$ cat src/rtl/dataflow_pkg.sv
// dataflow_pkg: shared types for the core dataflow between pipeline stages.
//   stages_t      - identifies a producing stage (trace/debug tagging)
//   *_t structs   - per-boundary stage payloads carried by pipeline_stage_reg
//   PipeMaxDepth  - most entries a single pipeline_stage_reg can hold
// The valid+payload entry type (pipe_entry_t) is width-dependent. It is
// declared inside pipeline_entry, where PayloadSize is known.
package dataflow_pkg;

    localparam int PipeMaxDepth = 2;

    typedef enum logic [2:0] {
        Fetch,
        Decode,
        Execute,
        Memory,
        Writeback
    } stages_t;

    typedef struct packed {
        logic [31:0] pc;
        logic [31:0] instr;
    } if_id_t;

    typedef struct packed {
        logic [31:0] pc;
        logic [31:0] rs1_val;
        logic [31:0] rs2_val;
        logic [31:0] imm;
        logic [4:0]  rd;
    } id_ex_t;

    typedef struct packed {
        logic [31:0] alu_out;
        logic [31:0] store_val;
        logic [4:0]  rd;
        logic        mem_rd;
        logic        mem_wr;
    } ex_mem_t;

    typedef struct packed {
        logic [31:0] wb_val;
        logic [4:0]  rd;
        logic        wb_en;
    } mem_wb_t;

endpackage

$ cat src/rtl/pipeline_entry.sv
// pipeline_entry: one valid+payload register slot.
//   clock, reset - rising-edge clock, synchronous active-high reset
//   load         - capture data and set valid
//   clear        - drop valid (payload is kept); wins over load
//   data         - payload to capture on load
//   valid        - entry holds a live payload
//   payload      - stored payload (last loaded value, 0 after reset)
module pipeline_entry #(
    parameter int PayloadSize = 32
) (
    input  logic                   clock,
    input  logic                   reset,
    input  logic                   load,
    input  logic                   clear,
    input  logic [PayloadSize-1:0] data,
    output logic                   valid,
    output logic [PayloadSize-1:0] payload
);

    typedef struct packed {
        logic                   valid;
        logic [PayloadSize-1:0] payload;
    } pipe_entry_t;

    pipe_entry_t entry;

    always_ff @(posedge clock) begin
        if (reset) begin
            entry <= '0;
        end else if (clear) begin
            entry.valid <= 1'b0;
        end else if (load) begin
            entry.valid   <= 1'b1;
            entry.payload <= data;
        end
    end

    assign valid   = entry.valid;
    assign payload = entry.payload;

endmodule

$ cat src/rtl/pipeline_stage_reg.sv
// pipeline_stage_reg: elastic valid/ready register between two core stages.
//   clock, reset           - rising-edge clock, synchronous active-high reset
//   flush                  - drop every held entry on the next edge
//   in_valid/in_ready      - upstream handshake, in_payload captured on transfer
//   out_valid/out_ready    - downstream handshake, out_ready=0 is a stall
//   out_payload            - head entry payload
//   occupancy              - live entries held (0..2)
// Build option: define PIPELINE_SKID_BUFFER_EN for a second (skid) entry and
// a registered in_ready; otherwise one entry with in_ready combinational
// from out_ready.
module pipeline_stage_reg
    import dataflow_pkg::*;
#(
    parameter int      PayloadSize = 32,
    parameter stages_t Stage       = Fetch
) (
    input  logic                   clock,
    input  logic                   reset,
    input  logic                   flush,
    input  logic                   in_valid,
    output logic                   in_ready,
    input  logic [PayloadSize-1:0] in_payload,
    output logic                   out_valid,
    input  logic                   out_ready,
    output logic [PayloadSize-1:0] out_payload,
    output logic [1:0]             occupancy
);

    // Stage only tags the instance for trace tooling.
    logic [$bits(stages_t)-1:0] unused_stage;
    assign unused_stage = Stage;

    logic                   in_xfer;
    logic                   out_xfer;
    logic                   main_valid;
    logic                   main_load;
    logic                   main_clear;
    logic [PayloadSize-1:0] main_data;

    assign out_valid = main_valid;
    assign in_xfer   = in_valid & in_ready;
    assign out_xfer  = main_valid & out_ready;

    pipeline_entry #(.PayloadSize(PayloadSize)) u_main (
        .clock   (clock),
        .reset   (reset),
        .load    (main_load),
        .clear   (main_clear),
        .data    (main_data),
        .valid   (main_valid),
        .payload (out_payload)
    );

`ifdef PIPELINE_SKID_BUFFER_EN
    logic                   skid_valid;
    logic                   skid_load;
    logic                   skid_clear;
    logic [PayloadSize-1:0] skid_payload;

    // Ready comes straight off a flop: the skid slot is what lets us accept
    // the one extra beat that arrives while the stall is still propagating.
    assign in_ready = ~skid_valid;

    // Main refills from skid when draining with skid live (skid is always
    // older than any input); otherwise from the input when main is free.
    // skid_valid implies in_ready=0, so those two sources never compete.
    assign main_load  = ~flush & ((skid_valid & out_xfer) |
                                  (in_xfer & (~main_valid | out_ready)));
    assign main_data  = skid_valid ? skid_payload : in_payload;
    assign main_clear = flush | (out_xfer & ~main_load);

    // Input parks in skid only when main is full and stalled.
    assign skid_load  = ~flush & in_xfer & main_valid & ~out_ready;
    assign skid_clear = flush | (skid_valid & out_xfer);

    pipeline_entry #(.PayloadSize(PayloadSize)) u_skid (
        .clock   (clock),
        .reset   (reset),
        .load    (skid_load),
        .clear   (skid_clear),
        .data    (in_payload),
        .valid   (skid_valid),
        .payload (skid_payload)
    );

    assign occupancy = {1'b0, main_valid} + {1'b0, skid_valid};
`else
    assign in_ready   = ~main_valid | out_ready;
    assign main_load  = ~flush & in_xfer;
    assign main_data  = in_payload;
    assign main_clear = flush | (out_xfer & ~in_xfer);
    assign occupancy  = {1'b0, main_valid};
`endif

endmodule

$ cat config.mk
export PLATFORM = sky130hd
export DESIGN_NAME = pipeline_stage_reg
export DESIGN_NICKNAME = d
export VERILOG_FILES = /design/src/rtl/dataflow_pkg.sv /design/src/rtl/pipeline_entry.sv /design/src/rtl/pipeline_stage_reg.sv
export SDC_FILE = /design/constraint.sdc
export NUM_CORES = 1
export LEC_CHECK = 0
export BUFFER_PORTS_ARGS = -buffer_cell sky130_fd_sc_hd__buf_4
export CORE_MARGIN = 5
export CORE_UTILIZATION = 35
export DETAILED_ROUTE_END_ITERATION = 12
export PLACE_DENSITY_LB_ADDON = 0.08
export SLEW_MARGIN = 20
export SYNTH_ARGS = -nofsm -noshare
export SYNTH_HDL_FRONTEND = slang
export SYNTH_HIERARCHICAL = 1
export SYNTH_SLANG_ARGS = --single-unit
$ cat constraint.sdc
create_clock -name clock -period 1.7 [get_ports clock]
set_clock_uncertainty 0.1 [all_clocks]
set_input_delay 0.51 -clock clock [delete_from_list [all_inputs] [get_ports clock]]
set_output_delay 0.51 -clock clock [all_outputs]
set_load 0.005 [all_outputs]
==> impl_metrics.toml, run 1 <==
[yosys]
synth_compound_area_frac = 0.109
syn-instance-count = 155
synth_flop_cell = "dfxtp_1"
yosysWarnings = 6
syn_nets = 192
syn_area_per_cell_um2 = 9.91
async_flop_share = 0
synth.top_cells.by_area = "dfxtp_1 (43%), nand4bb_1 (23%), nand2b_1 (13%)"
synth-simple-area-share = 0.397
synthAdderAreaFrac = 0
ys_seq_area_frac = 0.430
synth_top_area_frac = 0.430
syn-cell-area_um2 = 1540
yosysUniqueCellTypes = 17
synthMuxAreaShare = 0
yosys.area.top_type = "dfxtp_1"
ys_ff_latch = 33
synth_xor_area_frac = 0
synth_top_family_by_area = "simple AND/OR/NAND/NOR gates"
synth_edf_count = 0

[clock_tree]
hold_buffers = 0
clkTransAtPathRegs_ns = 0.07
cts_root_buffer = "clkbuf_8"
clockBufferDepth = 2
htree_num_levels = 2
cts_tree = "done"
clock_latency_ns = 0.28
clock-sinks = 33
numCtsBuffers = 5
cts_setup_buffers = 0

[place]
place_ws_ns = -0.282
io_buffers = 71
place.gp.congestion = 0.783
post-dp-hpwl_um = 2660

[global_route]
grt_pass1_vias = 1332
grt_start_max_net_pins = 66
grt_remaining_overflow = 0
grt_first_pass_wirelength_um = 6500
grt_use_total = 0.136
grt_antenna_before_repair = 0

[setup_path]
cp-start-kind = "flip-flop"
critPathLaunch = "u_main/valid$_SDFFE_PP0P_"
critPathKind = "flip-flop to flip-flop"
ff2ff_setup_slack_ns = 0.18
r2r_end = "u_main/payload[29]$_SDFFE_PP0P_"
reg2regPathDepth = 5
crit_arrival_ns = 1.57
cp_data_required_time_ns = 1.75
reg2reg_from = "u_main/valid$_SDFFE_PP0P_"
path_max_fanout = 33
worstSetupEndpointType = "flip-flop"

[layout]
final_common_cell = "buf_4"
fillers = 406
insertedDiodeCount = 0
drive_gt1_frac = 0.384
nets = 255
areaGrowthSynthToFinish_pct = 43.2
most-common-layout-cells = "buf_4 (72), dfxtp_1 (33), nand2b_1 (32), nand4bb_1 (32), o21ai_1 (30)"

[min_path]
worstHoldPathType = "flip-flop to flip-flop"
hold_depth = 2
min_to = "u_main/payload[7]$_SDFFE_PP0P_"
hold_start = "u_main/payload[7]$_SDFFE_PP0P_"

[sta]
hold_viol = 0
rsz0062_at_grt = "false"
setup_ws_ns = 0.181
min_period_over_period = 0.894
fmax_mhz = 658
setup_viol = 0
fin_crit_ns = 1.52
slew_violations = 0

[routing]
wl_met3_um = 357
drtIter0Drc = 92
routed_via_density = 5.03
routed_wl_um = 4250
dr_wl_met2_um = 1970
drt-wirelength-per-cell_um = 15.7
ant_nets = 0
drt-pass1-iter-count = 4
m1WireLength_um = 1860
vias = 1364
routed.top_layer = "met4"
remaining_drc_errors = 0

[die]
core_area_um2 = 4290
pin_count = 73
die_h_um = 76.3
die_w_um = 76.3
num_rows = 24
initial_core_util = 0.358
dieArea_um2 = 5810

[power_and_ir_drop]
swShare = 0.213
p_comb_frac = 0.134
power.density_nw_per_um2 = 822
peakVddDrop_uv = 383
p_seq_frac = 0.451
pwr-share-clk = 0.415
power.switching_mw = 0.385
p_int_mw = 1.42
p_total_mw = 1.81
leakagePower_nw = 0.897

[run_status]
status = "completed"

[job]
maxCapViolCount = 0
-- per-stage QoR --
| step | cell area (um2) | instances | util | hold WS, ns | setup TNS, ns |
|---|---|---|---|---|---|
| after detailed placement | 2060 | 262 | 0.479 | 0.358 | -6.98 |
| final | 2200 | 271 | 0.512 | 0.365 | 0 |
| after CTS | 2170 | 270 | 0.506 | 0.369 | 0 |
| after global routing | 2200 | 271 | 0.512 | 0.390 | 0 |
| after floorplan | 1540 | 155 | - | 0.359 | 0 |
| after global placement | 2060 | 262 | 0.479 | 0.353 | -5.72 |
-- synthesized netlist by cell type (all sizes together), types with 7 or more instances --
cell type and instances:
nand2b 33, o21ai 32, nand4bb 32, buf 11
dfxtp 33, clkbuf 7
-- worst max-delay path, cell delays in order, from the launching register on --
cell and delay [ns]:
dfxtp_1 0.43, nand2_1 0.12, o21bai_4 0.23, buf_6 0.27, nand4bb_1 0.16, o21ai_0 0.08
-- sequential cells by signal (all words and copies together) (netlist names) --
signal and cells:
u_main/payload 32, u_main/valid 1
-- cells by family after synthesis --
logic type,Yosys count
flops,33
simple gates,70
buf+inv,18
other cells,1
compound gates,33
-- metal layers --
metal / vias up / GRT usage
li1: 672 / -
met1: 632 / 0.161
met2: 53 / 0.214
met3: 7 / 0.0638
met4: 0 / 0.0524
met5: - / 0
-- what timing repair did --
item | in CTS | in global routing
resized for setup | 0 | 3
setup endpoints to repair | 0 | 32
endpoints found under the hold margin | 0 | 0
-- layout make-up --
type                    instances  area [um2]  share of cell area
multi-input cells             105         806               0.366
well taps                      52        65.1              0.0296
clock buffers                   7        86.3              0.0392
repair buffers                 73         552               0.251
flip-flops and latches         33         661               0.300
clock inverters                 1        30.0              0.0137
-- worst max path at each step --
stage / end / cells after the start
after floorplan: u_main/payload[10]$_SDFFE_PP0P_ / 5
final: u_main/payload[29]$_SDFFE_PP0P_ / 5
after global placement: u_main/payload[29]$_SDFFE_PP0P_ / 5
after detailed placement: u_main/payload[29]$_SDFFE_PP0P_ / 5
after CTS: u_main/payload[29]$_SDFFE_PP0P_ / 4
after global routing: u_main/payload[28]$_SDFFE_PP0P_ / 5
-- power by group through the flow --
| stage | sequential, mW | clock (mW) | combinational [mW] |
|---|---|---|---|
| after detailed placement | 0.833 | 0 | 0.236 |
| after floorplan | 0.834 | 0 | 0.112 |
| after CTS | 0.816 | 0.775 | 0.237 |
| final | 0.816 | 0.750 | 0.242 |
| after global placement | 0.833 | 0 | 0.229 |
| after global routing | 0.820 | 0.812 | 0.262 |
Note: power is estimated with default switching activity, not from simulation.
==> run 2, diff against run 1 <==
SETUP_SLACK_MARGIN = 0.4   (was not set)
==> run 2 against run 1 <==
- global-route usage increased by 1.6 points
- critical endpoint is now in_ready
- critical path depth decreased by 2
- maximum frequency increased by 4.8%
- final cell count increased by 4.1%
- worst hold slack improved by 0.0034 ns
- sequential cell count unchanged
- die area unchanged
- first-iteration DRC count decreased by 55%
- utilization increased by 6.6 points
==> impl_metrics.toml, run 2 (synthesis gave the netlist of run 1 again) <==
[layout]
largest_register_ffs = 32
fin_util = 0.578
areaGrowthSynthToFinish_pct = 61.6
final_common_cell = "buf_4"
top_regs = "u_main/payload: 32 flops, u_main/valid: 1 flops"
insertedDiodeCount = 0
nets = 266
stdcell_area_um2 = 2480
most-common-layout-cells = "buf_4 (44), buf_6 (37), nand2b_1 (32), nand4bb_1 (32), dfxtp_2 (32)"
top_register = "u_main/payload"
drive_gt1_frac = 0.552

[routing]
drt-pass1-iter-count = 4
drt-wirelength-per-cell_um = 15.2
drtIter0Drc = 41
remaining_drc_errors = 0
routed_via_density = 4.97
routed_wl_um = 4300
vias = 1401
ant_nets = 0

[setup_path]
cp.buffers_inverters = 2
cpMaxStageDelayCell = "nand2b_4"
path_max_fanout = 2
critPathKind = "input pin to output pin"
crit_path_frequent_cell = "buf_6"
crit_arrival_ns = 0.84
worstSetupEndpointType = "output pin"
crit_path_max_incr_delay_ns = 0.13
cp_top_family = "buffers and inverters"
cp-start-kind = "input pin"
cp_data_required_time_ns = 1.09
path_cells = "buf_6 > nand2b_4 > buf_6"

[power_and_ir_drop]
peakVddDrop_uv = 334
p_seq_frac = 0.495
power.density_nw_per_um2 = 671
swShare = 0.228
p_comb_frac = 0.175
pwr-share-clk = 0.330
p_int_mw = 1.29
p_total_mw = 1.67
leakagePower_nw = 1.00
power.switching_mw = 0.379

[global_route]
grt_use_total = 0.152
grt_remaining_overflow = 0
grt_antenna_before_repair = 0
grt_first_pass_wirelength_um = 7250
grt_start_max_net_pins = 66
grt_pass1_vias = 1445

[sta]
setup_viol = 0
hold_viol = 0
fin_crit_ns = 1.45
slew_violations = 0
setup_ws_ns = 0.251
rsz0062_at_grt = "true"
final.setup.tns_ns = 0
fmax_mhz = 690
min_period_over_period = 0.853

[die]
pin_count = 73
die_h_um = 76.3
dieArea_um2 = 5810
initial_core_util = 0.358
num_rows = 24
core_area_um2 = 4290
die_w_um = 76.3

[clock_tree]
clock-sinks = 33
cts_root_buffer = "clkbuf_8"
clkTransAtPathRegs_ns = 0.06
clockBufferDepth = 2
numCtsBuffers = 5
htree_num_levels = 2
clock_latency_ns = 0.27
cts_tree = "done"

[place]
post-dp-hpwl_um = 2760
io_buffers = 71
dpl_cell_area_um2 = 2110
place_ws_ns = 0.0653
place.gp.congestion = 0.666

[run_status]
status = "completed"

[job]
maxCapViolCount = 0

[min_path]
worstHoldPathType = "flip-flop to flip-flop"
[run 2: tightest hold or removal path, cell delays in order (launching register included)]
cell and delay (ns):
dfxtp_2 0.32, nand2b_1 0.06, o21ai_1 0.05
[run 2: timing repair]
item | 4_1_cts | 5_1_grt
hold buffers | 0 | 0
cloned | 1 | 0
setup buffers | 6 | 2
endpoints found under the hold margin | 0 | 0
endpoints found under the setup margin | 68 | 68
gates resized for setup | 74 | 1
[run 2: per-layer routing]
metal | up-vias | global-route usage | wire length [um]
li1 | 694 | - | -
met1 | 658 | 0.185 | 1800
met2 | 41 | 0.245 | 2160
met3 | 8 | 0.0579 | 278
met4 | 0 | 0.0524 | 61
met5 | - | 0 | 0
[run 2: stage by stage]
stage | hold slack, ns | cells
floorplan | 0.359 | 155
global placement | 0.353 | 265
detailed placement | 0.356 | 265
CTS | 0.372 | 280
global route | 0.381 | 282
finish | 0.369 | 282
[run 2: final timing paths]
path,from,end,slack [ns],cells after the start
hold reg to reg,u_main/payload[17]$_SDFFE_PP0P_,u_main/payload[17]$_SDFFE_PP0P_,0.37,2
hold / removal,u_main/payload[17]$_SDFFE_PP0P_,u_main/payload[17]$_SDFFE_PP0P_,0.37,2
setup / recovery,out_ready,in_ready,0.25,3
setup reg to reg,u_main/valid$_SDFFE_PP0P_,u_main/payload[16]$_SDFFE_PP0P_,0.37,5
[run 2: power by group through the flow]
stage                     Sequential (mW)  Combinational [mW]  Clock [mW]
after floorplan                     0.834               0.114           0
after global placement              0.833               0.239           0
after detailed placement            0.833               0.244           0
after CTS                           0.825               0.290       0.577
after global routing                0.828               0.314       0.606
final                               0.825               0.292       0.550
[run 2: area by class of cell]
type	instances	area, um2
Multi-Input combinational cell	104	793
Sequential cell	33	704
Fill cell	372	1810
Timing Repair Buffer	85	840
Tap cell	52	65.1
Clock buffer	8	80.1
